$ cat src/rtl/router_pkg.sv
// rtl/router_pkg.sv - shared router widths, depths and the buffered word layout
package router_pkg;

  localparam int DATA_W           = 8;
  localparam int FIFO_DEPTH       = 16;
  localparam int SOFT_RST_TIMEOUT = 30;

  typedef struct packed {
    logic              hdr;
    logic [DATA_W-1:0] data;
  } fifo_word_t;

endpackage

$ cat src/rtl/router_dst_watchdog.sv
// rtl/router_dst_watchdog.sv - read-timeout counter; flush fires on the edge soft_reset rises
module router_dst_watchdog
  import router_pkg::*;
#(
  parameter int TIMEOUT = SOFT_RST_TIMEOUT
) (
  input  logic clock,
  input  logic reset,
  input  logic valid_out,
  input  logic read_enb,
  output logic flush,
  output logic soft_reset
);

  localparam int            CW     = $clog2(TIMEOUT);
  localparam logic [CW-1:0] LAST_C = CW'(TIMEOUT - 1);
  localparam logic [CW-1:0] ONE_C  = CW'(1);

  logic [CW-1:0] cnt_q, cnt_d;
  logic          soft_q, soft_d;
  logic          counting;

  assign counting   = valid_out && !read_enb;
  // flush is combinational so the buffer empties on the same edge soft_reset rises
  assign flush      = counting && (cnt_q == LAST_C);
  assign soft_reset = soft_q;

  always_comb begin
    cnt_d  = '0;
    soft_d = flush;
    if (counting && !flush) begin
      cnt_d = cnt_q + ONE_C;
    end
  end

  always_ff @(posedge clock) begin
    if (reset) begin
      cnt_q  <= '0;
      soft_q <= 1'b0;
    end else begin
      cnt_q  <= cnt_d;
      soft_q <= soft_d;
    end
  end

endmodule

$ cat src/rtl/router_dst_fifo.sv
// rtl/router_dst_fifo.sv - per-output-port byte buffer with header tag and read-timeout flush
module router_dst_fifo
  import router_pkg::*;
#(
  parameter int DEPTH   = FIFO_DEPTH,
  parameter int TIMEOUT = SOFT_RST_TIMEOUT
) (
  input  logic              clock,
  input  logic              reset,
  input  logic              write_enb,
  input  logic [DATA_W-1:0] data_in,
  input  logic              lfd_state,
  input  logic              read_enb,
  output logic [DATA_W-1:0] data_out,
  output logic              hdr_out,
  output logic              valid_out,
  output logic              full,
  output logic              empty,
  output logic              soft_reset
);

  localparam int            AW      = $clog2(DEPTH);
  localparam int            PW      = AW + 1;
  localparam logic [PW-1:0] DEPTH_C = PW'(DEPTH);
  localparam logic [PW-1:0] ONE_C   = PW'(1);
  localparam logic [AW-1:0] ONE_A   = AW'(1);

  fifo_word_t        mem_q [DEPTH];
  logic [PW-1:0]     wptr_q, wptr_d, rptr_q, rptr_d, count_q, count_d;
  logic [DATA_W-1:0] data_q, data_d;
  logic              hdr_q, hdr_d;
  logic              wr_fire, rd_fire, flush;

  assign empty     = (count_q == '0);
  assign full      = (count_q == DEPTH_C);
  assign valid_out = !empty;
  assign data_out  = data_q;
  assign hdr_out   = hdr_q;

  // a flush swallows any write or read presented in the same cycle
  assign wr_fire = write_enb && !full && !flush;
  assign rd_fire = read_enb && !empty && !flush;

  always_comb begin
    wptr_d  = wptr_q;
    rptr_d  = rptr_q;
    count_d = count_q;
    data_d  = data_q;
    hdr_d   = hdr_q;
    if (flush) begin
      wptr_d  = '0;
      rptr_d  = '0;
      count_d = '0;
      data_d  = '0;
      hdr_d   = 1'b0;
    end else begin
      if (wr_fire) begin
        wptr_d = {1'b0, wptr_q[AW-1:0] + ONE_A};
      end
      if (rd_fire) begin
        rptr_d = {1'b0, rptr_q[AW-1:0] + ONE_A};
        data_d = mem_q[rptr_q[AW-1:0]].data;
        hdr_d  = mem_q[rptr_q[AW-1:0]].hdr;
      end
      case ({wr_fire, rd_fire})
        2'b10:   count_d = count_q + ONE_C;
        2'b01:   count_d = count_q - ONE_C;
        default: count_d = count_q;
      endcase
    end
  end

  always_ff @(posedge clock) begin
    if (reset) begin
      wptr_q  <= '0;
      rptr_q  <= '0;
      count_q <= '0;
      data_q  <= '0;
      hdr_q   <= 1'b0;
    end else begin
      wptr_q  <= wptr_d;
      rptr_q  <= rptr_d;
      count_q <= count_d;
      data_q  <= data_d;
      hdr_q   <= hdr_d;
    end
  end

  always_ff @(posedge clock) begin
    if (wr_fire) begin
      mem_q[wptr_q[AW-1:0]] <= '{hdr: lfd_state, data: data_in};
    end
  end

  router_dst_watchdog #(
    .TIMEOUT(TIMEOUT)
  ) u_watchdog (
    .clock     (clock),
    .reset     (reset),
    .valid_out (valid_out),
    .read_enb  (read_enb),
    .flush     (flush),
    .soft_reset(soft_reset)
  );

endmodule

$ cat config.mk
export PLATFORM = sky130hd
export DESIGN_NAME = router_dst_fifo
export DESIGN_NICKNAME = d
export VERILOG_FILES = /design/src/rtl/router_pkg.sv /design/src/rtl/router_dst_watchdog.sv /design/src/rtl/router_dst_fifo.sv
export SDC_FILE = /design/constraint.sdc
export NUM_CORES = 1
export LEC_CHECK = 0
export ABC_AREA = 1
export BUFFER_PORTS_ARGS = -buffer_cell sky130_fd_sc_hd__buf_2
export CAP_MARGIN = 20
export CELL_PAD_IN_SITES_DETAIL_PLACEMENT = 0
export CELL_PAD_IN_SITES_GLOBAL_PLACEMENT = 2
export CORE_UTILIZATION = 40
export DETAILED_ROUTE_END_ITERATION = 12
export PLACE_DENSITY = 0.76
export SYNTH_ARGS = -nofsm -noshare
export SYNTH_HDL_FRONTEND = slang
export SYNTH_SLANG_ARGS = --single-unit
$ cat constraint.sdc
create_clock -name clock -period 3.13 [get_ports clock]
set_input_delay 0.939 -clock clock [delete_from_list [all_inputs] [get_ports clock]]
set_output_delay 0.939 -clock clock [all_outputs]
set_load 0.02 [all_outputs]
[Word-level counts from Yosys, hierarchy flattened]
Memory sizes are Yosys's and may differ from the RTL's. A register that Yosys moved wholly into a read port is not among the register bits.
Cells that the tools add are included.
Operators by class
  eq/ne operators: 4
  multiplexer cells: 3
  add/sub/neg operators: 5
  reduce and logical (&&, ||, !) cells: 15
  bitwise operators: 1
Operators with widths (number)
  $add A5 B1 Y5 const B: 2
  $eq A5 B5 Y1 const B: 2
  $pmux W5 S2: 1
  $add A4 B1 Y4 const B: 2
  $logic_and A1 B1 Y1: 7
  $logic_not A5 Y1: 1
  $sub A5 B1 Y5 const B: 1
  $logic_not A1 Y1: 4
  $reduce_or A2 Y1: 2
  $eq A2 B1 Y1 const B: 1
  $eq A2 B2 Y1 const B: 1
  $mux W1: 2
  $reduce_bool A2 Y1: 1
  $not A1 Y1: 1
Word-level totals
  bits of input ports: 13
  memories kept: 1
  RAM bits: 144
  logic and storage cells: 34
  output and inout bits: 13
  register bits after elaboration: 19
Memories
  mem_q: words 16, bits a word 9, rd ports 1, clocked after memory_dff 1, wr ports 1, line router_dst_fifo.sv:28  | fifo_word_t mem_q [DEPTH];

[Longest topological paths before layout]
  word-level depth: 8
  depth in mapped cells: 17
  mapped depth without buffers: 17

[Hierarchy]
From an unflattened synthesis, not the netlist that was laid out.
Second synthesis, totals
  cells, all modules: 775
  area total of the unflattened synthesis: 7628.6 µm²
Modules (own cells, without submodules)
  router_dst_fifo: cells each 736, area each 7330.8 µm², sequential area each 4764.6 µm², times used 1
  router_dst_watchdog: cells each 39, area each 297.8 µm², sequential area each 120.1 µm², times used 1

[Least setup slack after synthesis]
No wires, ideal clock.
  path kind: input to register
  from: in read_enb
  to: reg count_q[4]
  library setup time: 0.116 ns
  stages: 14
  data required time: 3.014 ns
  setup slack: 0.588 ns
  path buffers: 0
  arrival time: 2.426 ns
  path through: inv_1 > nand3_4 > nand2_4 > ha_1 > inv_1 > fa_1 > inv_1 > nand2_1 > a21oi_1 > nor2_1 > nand2_1 > nand2_1 > nand2_1 > a21oi_1
Between the ends
  word-level cells in the longest chain between the ends: 7
  elaborated cells on any way between the ends: 12
  classes of those cells: eq/ne: 2; mux: 1; reduce/logical: 9
Ends and longest elaborated chain
  start, declared: line router_dst_fifo.sv:13  | input logic read_enb,
  $logic_not A1 Y1: line router_dst_watchdog.sv:23  | assign counting = valid_out && !read_enb;
  $logic_and A1 B1 Y1: line router_dst_watchdog.sv:23
  $logic_and A1 B1 Y1: line router_dst_watchdog.sv:25  | assign flush = counting && (cnt_q == LAST_C);
  $logic_not A1 Y1: line router_dst_fifo.sv:41, router_dst_fifo.sv:42
  $logic_and A1 B1 Y1, on equally long branches: line router_dst_fifo.sv:42, router_dst_fifo.sv:41
  $eq A2 B1 Y1 or $eq A2 B2 Y1 (tied branches): line router_dst_fifo.sv:65  | case ({wr_fire, rd_fire})
  $pmux W5 S2 or $reduce_bool A2 Y1 (tied branches)
  end signal, assigned: line router_dst_fifo.sv:83  | count_q <= count_d;
  end, declared: line router_dst_fifo.sv:29  | logic [PW-1:0] wptr_q, wptr_d, rptr_q, rptr_d, count_q, count_d;
Parallel ways exist; a longest one is shown, timed or not.
A chain may end at the register's enable or synchronous reset.

[Final worst setup path]
  from: reg u_watchdog.cnt_q[0]
  to: reg count_q[4]
Between the ends
  word-level cells in the longest chain between the ends: 6
  elaborated cells on any way between the ends: 10
  classes of those cells: eq/ne: 3; mux: 1; reduce/logical: 6
Ends and longest elaborated chain
  start, declared: line router_dst_watchdog.sv:19  | logic [CW-1:0] cnt_q, cnt_d;
  start signal, assigned: line router_dst_watchdog.sv:41  | cnt_q <= cnt_d;
  $eq A5 B5 Y1 (*): line router_dst_watchdog.sv:25
  $logic_and A1 B1 Y1 (*): line router_dst_watchdog.sv:25
  $logic_not A1 Y1: line router_dst_fifo.sv:41, router_dst_fifo.sv:42
  $logic_and A1 B1 Y1, on equally long branches: line router_dst_fifo.sv:42, router_dst_fifo.sv:41
  $eq A2 B1 Y1 or $eq A2 B2 Y1 (tied branches): line router_dst_fifo.sv:65
  $pmux W5 S2 or $reduce_bool A2 Y1 (tied branches)
Mark *: on every way between the ends. The rest lies on a longest branch, timed or not.

==> impl_results.html <==
<table>
<tr><th>Metric</th><th>Value</th></tr>
<tr><th colspan="2">Status</th></tr>
<tr><td>Status</td><td>finished clean</td></tr>
<tr><th colspan="2">Synthesis</th></tr>
<tr><td>Post-synthesis sequential element count</td><td>172</td></tr>
<tr><td>Cell area after synthesis</td><td>7590 um2</td></tr>
<tr><td>Yosys warning total</td><td>0</td></tr>
<tr><td>Prevailing post-synth register cell</td><td>sky130_fd_sc_hd__edfxtp_1</td></tr>
<tr><td>Multiplexer fraction of the synthesized cell area</td><td>0%</td></tr>
<tr><td>Post-synth EDFFs</td><td>144</td></tr>
<tr><td>Net count after synthesis</td><td>795</td></tr>
<tr><td>Average instance area after synthesis</td><td>9.86 um2</td></tr>
<tr><td>Synth Area in Compound Gates</td><td>1.40%</td></tr>
<tr><td>Xor and xnor area share after synthesis</td><td>0.923%</td></tr>
<tr><td>Share of synthesized cell area in full adder, half adder and majority cells</td><td>2.08%</td></tr>
<tr><td>Sequential element share of the synthesized area</td><td>64.4%</td></tr>
<tr><td>Combinational family with the most area after synthesis</td><td>simple AND/OR/NAND/NOR gates</td></tr>
<tr><td>Distinct cell type count of the synthesized netlist</td><td>30</td></tr>
<tr><td>Synth Area in Simple Gates</td><td>23.4%</td></tr>
<tr><td>Cell count after synthesis</td><td>770</td></tr>
<tr><td>Async set-or-reset flop fraction in the synthesized netlist</td><td>0%</td></tr>
<tr><th colspan="2">Route</th></tr>
<tr><td>Via-per-instance ratio</td><td>4.74</td></tr>
<tr><td>DRT iter0 DRCs</td><td>291</td></tr>
<tr><td>Wire length reported by the detailed router</td><td>17.3 mm</td></tr>
<tr><td>Via total after detailed routing</td><td>4983</td></tr>
<tr><td>Number of search-and-repair iterations in the first detailed-routing pass</td><td>4</td></tr>
<tr><td>Count of antenna-violating nets left after detailed routing</td><td>0</td></tr>
<tr><td>DR DRC count</td><td>0</td></tr>
<tr><td>Mean routed wirelength per cell</td><td>16.5 um</td></tr>
<tr><th colspan="2">Pwr</th></tr>
<tr><td>Static power due to leakage</td><td>3.69 nW</td></tr>
<tr><td>Internal power of the cells</td><td>4.52 mW</td></tr>
<tr><td>Power, Total</td><td>6.70 mW</td></tr>
<tr><td>Switching power share of the total</td><td>32.6%</td></tr>
<tr><td>Clock network power share</td><td>33.0%</td></tr>
<tr><td>Power density over cell area</td><td>775 nW/um2</td></tr>
<tr><td>IR drop worst, VDD</td><td>0.000366 V</td></tr>
<tr><td>Net switching power figure</td><td>2.18 mW</td></tr>
<tr><td>Relative contribution of combinational cells to total power</td><td>26.7%</td></tr>
<tr><td>Flop pwr share</td><td>40.4%</td></tr>
<tr><th colspan="2">Cells and area</th></tr>
<tr><td>P&amp;R area growth vs syn</td><td>13.9%</td></tr>
<tr><td>Non-filler cells, final</td><td>1051</td></tr>
<tr><td>Number of fillers in the final layout</td><td>1762</td></tr>
<tr><td>Net count of the finished layout</td><td>829</td></tr>
<tr><td>Ratio of cells with drive above 1 in the final layout</td><td>11.5%</td></tr>
<tr><td>Total area of multi-input combinational cells</td><td>2110 um2</td></tr>
<tr><td>Final Instance Area</td><td>8640 um2</td></tr>
<tr><td>Antenna diode count</td><td>0</td></tr>
<tr><td>Area taken by flip-flops and latches</td><td>4890 um2</td></tr>
<tr><th colspan="2">Clock network</th></tr>
<tr><td>Number of buffers between clock root and the deepest sink</td><td>2</td></tr>
<tr><td>Cts bufs inserted</td><td>17</td></tr>
<tr><td>Clock tree from TritonCTS</td><td>done</td></tr>
<tr><td>Cell at the root of the clock tree</td><td>sky130_fd_sc_hd__clkbuf_16</td></tr>
<tr><td>CTS HTree Levels</td><td>4</td></tr>
<tr><td>Worst skew pair latency</td><td>0.42 ns</td></tr>
<tr><td>Cts repair resizes</td><td>0</td></tr>
<tr><td># hold bufs at CTS</td><td>0</td></tr>
<tr><td>Post-CTS Setup Inserts</td><td>0</td></tr>
<tr><td>TritonCTS Sinks</td><td>172</td></tr>
<tr><td>Clock transition at the register clock pins on the worst setup and hold paths after CTS</td><td>0.06 ns</td></tr>
<tr><th colspan="2">Floorplanning</th></tr>
<tr><td>Effective utilization at floorplan</td><td>40.7%</td></tr>
<tr><td>Floorplan row count</td><td>50</td></tr>
<tr><td>Vert. Die Dim</td><td>140 um</td></tr>
<tr><td>Full die area</td><td>19500 um2</td></tr>
<tr><td>Area inside the core boundary</td><td>18600 um2</td></tr>
<tr><td>Count of pins on the block boundary</td><td>26</td></tr>
<tr><td>Die outline width</td><td>140 um</td></tr>
<tr><th colspan="2">STA</th></tr>
<tr><td>Crit path time final</td><td>2.60 ns</td></tr>
<tr><td>Sum of negative setup slack</td><td>0 ns</td></tr>
<tr><td>Final period utilization</td><td>83.2%</td></tr>
<tr><td>Max-slew violation count</td><td>0</td></tr>
<tr><td>Tightest slew margin relative to the limit</td><td>41.6%</td></tr>
<tr><td>RSZ-0062 raised after global routing</td><td>false</td></tr>
<tr><td>Least-Margin Pin Slew</td><td>0.875 ns</td></tr>
<tr><td>Count of final setup violators</td><td>0</td></tr>
<tr><td>Max Clock Skew</td><td>0.0172 ns</td></tr>
<tr><td>Fmax achieved</td><td>384 MHz</td></tr>
<tr><td>Final hold violation count</td><td>0</td></tr>
<tr><th colspan="2">Place</th></tr>
<tr><td>Placed inst area</td><td>8010 um2</td></tr>
<tr><td>Cell count after placement</td><td>1019</td></tr>
<tr><td>Detailed Place HPWL</td><td>10.6 mm</td></tr>
<tr><td>Final GP Congestion</td><td>0.745</td></tr>
<tr><td>Port Buf Inserts</td><td>25</td></tr>
<tr><th colspan="2">Worst setup path</th></tr>
<tr><td>Maximum fanout count along the critical path</td><td>7</td></tr>
<tr><td>Worst EP required</td><td>3.42 ns</td></tr>
<tr><td>Setup CP Type</td><td>register to register</td></tr>
<tr><td>Reg-to-Reg End</td><td>count_q[4]</td></tr>
<tr><td>Worst Setup Start Kind</td><td>register</td></tr>
<tr><td>Depth of the worst register-to-register path</td><td>16</td></tr>
<tr><td>Worst-case register-to-register setup slack</td><td>0.53 ns</td></tr>
<tr><td>Endpoint kind of the worst setup timing path</td><td>register</td></tr>
<tr><td>Critical path data arrival time</td><td>2.89 ns</td></tr>
<tr><td>Startpoint of the most critical register-to-register path</td><td>u_watchdog.cnt_q[0]</td></tr>
<tr><th colspan="2">Global route</th></tr>
<tr><td>Global-route wire length before repair</td><td>27.7 mm</td></tr>
<tr><td>Antenna violations before repair</td><td>0</td></tr>
<tr><td>Largest net degree at the start of global routing</td><td>76</td></tr>
<tr><td>All-Layer GR Usage</td><td>19.3%</td></tr>
<tr><td>Global-route congestion overflow total</td><td>0</td></tr>
<tr><td>Number of global-route vias before repair</td><td>4938</td></tr>
<tr><th colspan="2">Job</th></tr>
<tr><td>Max-capacitance violation count</td><td>0</td></tr>
<tr><th colspan="2">Min path</th></tr>
<tr><td>Hold/Removal Path Class</td><td>register to register</td></tr>
<tr><td>Hold-critical path depth</td><td>1</td></tr>
<tr><td>Min-Delay Startpoint</td><td>u_watchdog.cnt_q[0]</td></tr>
<tr><td>Hold Crit Endpoint</td><td>u_watchdog.cnt_q[0]</td></tr>
</table>
-- kinds of logic after synthesis --
family                     count (synthesis)
DFF                                      172
adders and majority gates                 12
and+or+nand+nor                          419
buffers and inverters                    142
xor gates and xnor gates                   8
AOI/OAI and AO/OA                         17
-- through the flow --
step / util, % / setup WS, ns / hold WS (ns)
floorplan: - / 0.588 / 0.433
global placement: 43.0 / 0.291 / 0.446
detailed placement: 43.0 / 0.248 / 0.469
CTS: 46.4 / 0.539 / 0.483
global route: 46.4 / 0.269 / 0.517
finish: 46.4 / 0.527 / 0.478
-- critical path: stages (launching register included) --
cell	delay [ns]
sky130_fd_sc_hd__dfxtp_1	0.38
sky130_fd_sc_hd__ha_1	0.17
sky130_fd_sc_hd__nand2_1	0.05
sky130_fd_sc_hd__nor2_1	0.24
sky130_fd_sc_hd__nand3_4	0.17
sky130_fd_sc_hd__nand2_4	0.13
sky130_fd_sc_hd__ha_1	0.27
sky130_fd_sc_hd__inv_1	0.08
sky130_fd_sc_hd__fa_1	0.41
sky130_fd_sc_hd__inv_1	0.08
sky130_fd_sc_hd__nand2_1	0.05
sky130_fd_sc_hd__a21oi_1	0.17
sky130_fd_sc_hd__nor2_1	0.06
sky130_fd_sc_hd__nand2_1	0.05
sky130_fd_sc_hd__nand2_1	0.05
sky130_fd_sc_hd__nand2_1	0.05
sky130_fd_sc_hd__a21oi_1	0.06
-- registers in the layout (all words and copies together) (netlist names) --
signal                 count
data_out                   8
count_q                    5
rptr_q                     4
u_watchdog.cnt_q           5
wptr_q                     4
hdr_out                    1
mem_q                    144
u_watchdog.soft_reset      1
-- layer usage --
metal	global-route usage (%)	vias to the layer above	wire length, um
li1	-	2545	-
met1	26.9	2367	8330
met2	30.7	69	8280
met3	3.61	2	644
met4	5.61	0	48
met5	0	-	0
-- final cells by class --
class	count	share of cell area, %
Sequential cell	172	56.5
Clock buffer	25	6.22
Inverter	110	4.81
Tap cell	234	3.39
Clock inverter	7	1.13
Timing Repair Buffer	47	3.50
Multi-Input combinational cell	456	24.4
-- placed cells by master (no fill, tap or decap), types with 2 or more instances in the layout --
| cell type | Yosys | routed |
|---|---|---|
| sky130_fd_sc_hd__nand2_1 | 254 | 254 |
| sky130_fd_sc_hd__edfxtp_1 | 144 | 144 |
| sky130_fd_sc_hd__nand3_1 | 106 | 106 |
| sky130_fd_sc_hd__inv_1 | 105 | 105 |
| sky130_fd_sc_hd__nor2_1 | 47 | 47 |
| sky130_fd_sc_hd__dfxtp_1 | 28 | 27 |
| sky130_fd_sc_hd__buf_2 | 13 | 25 |
| sky130_fd_sc_hd__buf_4 | 5 | 21 |
| sky130_fd_sc_hd__clkbuf_16 | 0 | 19 |
| sky130_fd_sc_hd__ha_1 | 11 | 11 |
| sky130_fd_sc_hd__a21oi_1 | 9 | 9 |
| sky130_fd_sc_hd__xor2_1 | 7 | 7 |
| sky130_fd_sc_hd__inv_2 | 4 | 4 |
| sky130_fd_sc_hd__nor3_1 | 4 | 4 |
| sky130_fd_sc_hd__clkbuf_8 | 0 | 4 |
| sky130_fd_sc_hd__nand2_4 | 3 | 3 |
| sky130_fd_sc_hd__o21ai_0 | 3 | 3 |
| sky130_fd_sc_hd__inv_4 | 1 | 2 |
| sky130_fd_sc_hd__o21ai_2 | 2 | 2 |
| sky130_fd_sc_hd__bufinv_16 | 0 | 2 |
| sky130_fd_sc_hd__clkbuf_1 | 6 | 2 |
| sky130_fd_sc_hd__clkinv_4 | 0 | 2 |
-- power groups by stage --
stage / logic, mW / registers, mW / clock network, mW
2_1_floorplan: 1.21 / 2.81 / 0
3_3_place_gp: 1.80 / 2.75 / 0
3_5_place_dp: 1.81 / 2.75 / 0
4_1_cts: 1.82 / 2.71 / 2.26
5_1_grt: 2.03 / 2.72 / 2.35
6_report: 1.79 / 2.71 / 2.21
-- cell usage after synthesis (2+ instances only) --
library cell	count	area, um2
sky130_fd_sc_hd__o21ai_0	3	15.0
sky130_fd_sc_hd__clkbuf_1	6	22.5
sky130_fd_sc_hd__inv_2	4	15.0
sky130_fd_sc_hd__buf_6	3	33.8
sky130_fd_sc_hd__edfxtp_1	144	4320
sky130_fd_sc_hd__o21ai_2	2	17.5
sky130_fd_sc_hd__nand2_4	3	33.8
sky130_fd_sc_hd__xor2_1	7	61.3
sky130_fd_sc_hd__nand3_1	106	531
sky130_fd_sc_hd__buf_1	5	18.8
sky130_fd_sc_hd__dfxtp_1	28	561
sky130_fd_sc_hd__buf_4	5	37.5
sky130_fd_sc_hd__a21oi_1	9	45.0
sky130_fd_sc_hd__buf_2	13	65.1
sky130_fd_sc_hd__nor2_1	47	176
sky130_fd_sc_hd__nor3_1	4	20.0
sky130_fd_sc_hd__nand2_1	254	953
sky130_fd_sc_hd__inv_1	105	394
sky130_fd_sc_hd__ha_1	11	138
-- worst max path at each step --
stage,from,end,slack [ns]
6_report,u_watchdog.cnt_q[0],count_q[4],0.53
5_1_grt,u_watchdog.cnt_q[0],count_q[4],0.27
4_1_cts,u_watchdog.cnt_q[0],count_q[4],0.54
3_5_place_dp,read_enb,count_q[4],0.25
3_3_place_gp,read_enb,count_q[4],0.29
2_1_floorplan,read_enb,count_q[4],0.59
No activity file was read; power rests on OpenSTA's default activity.
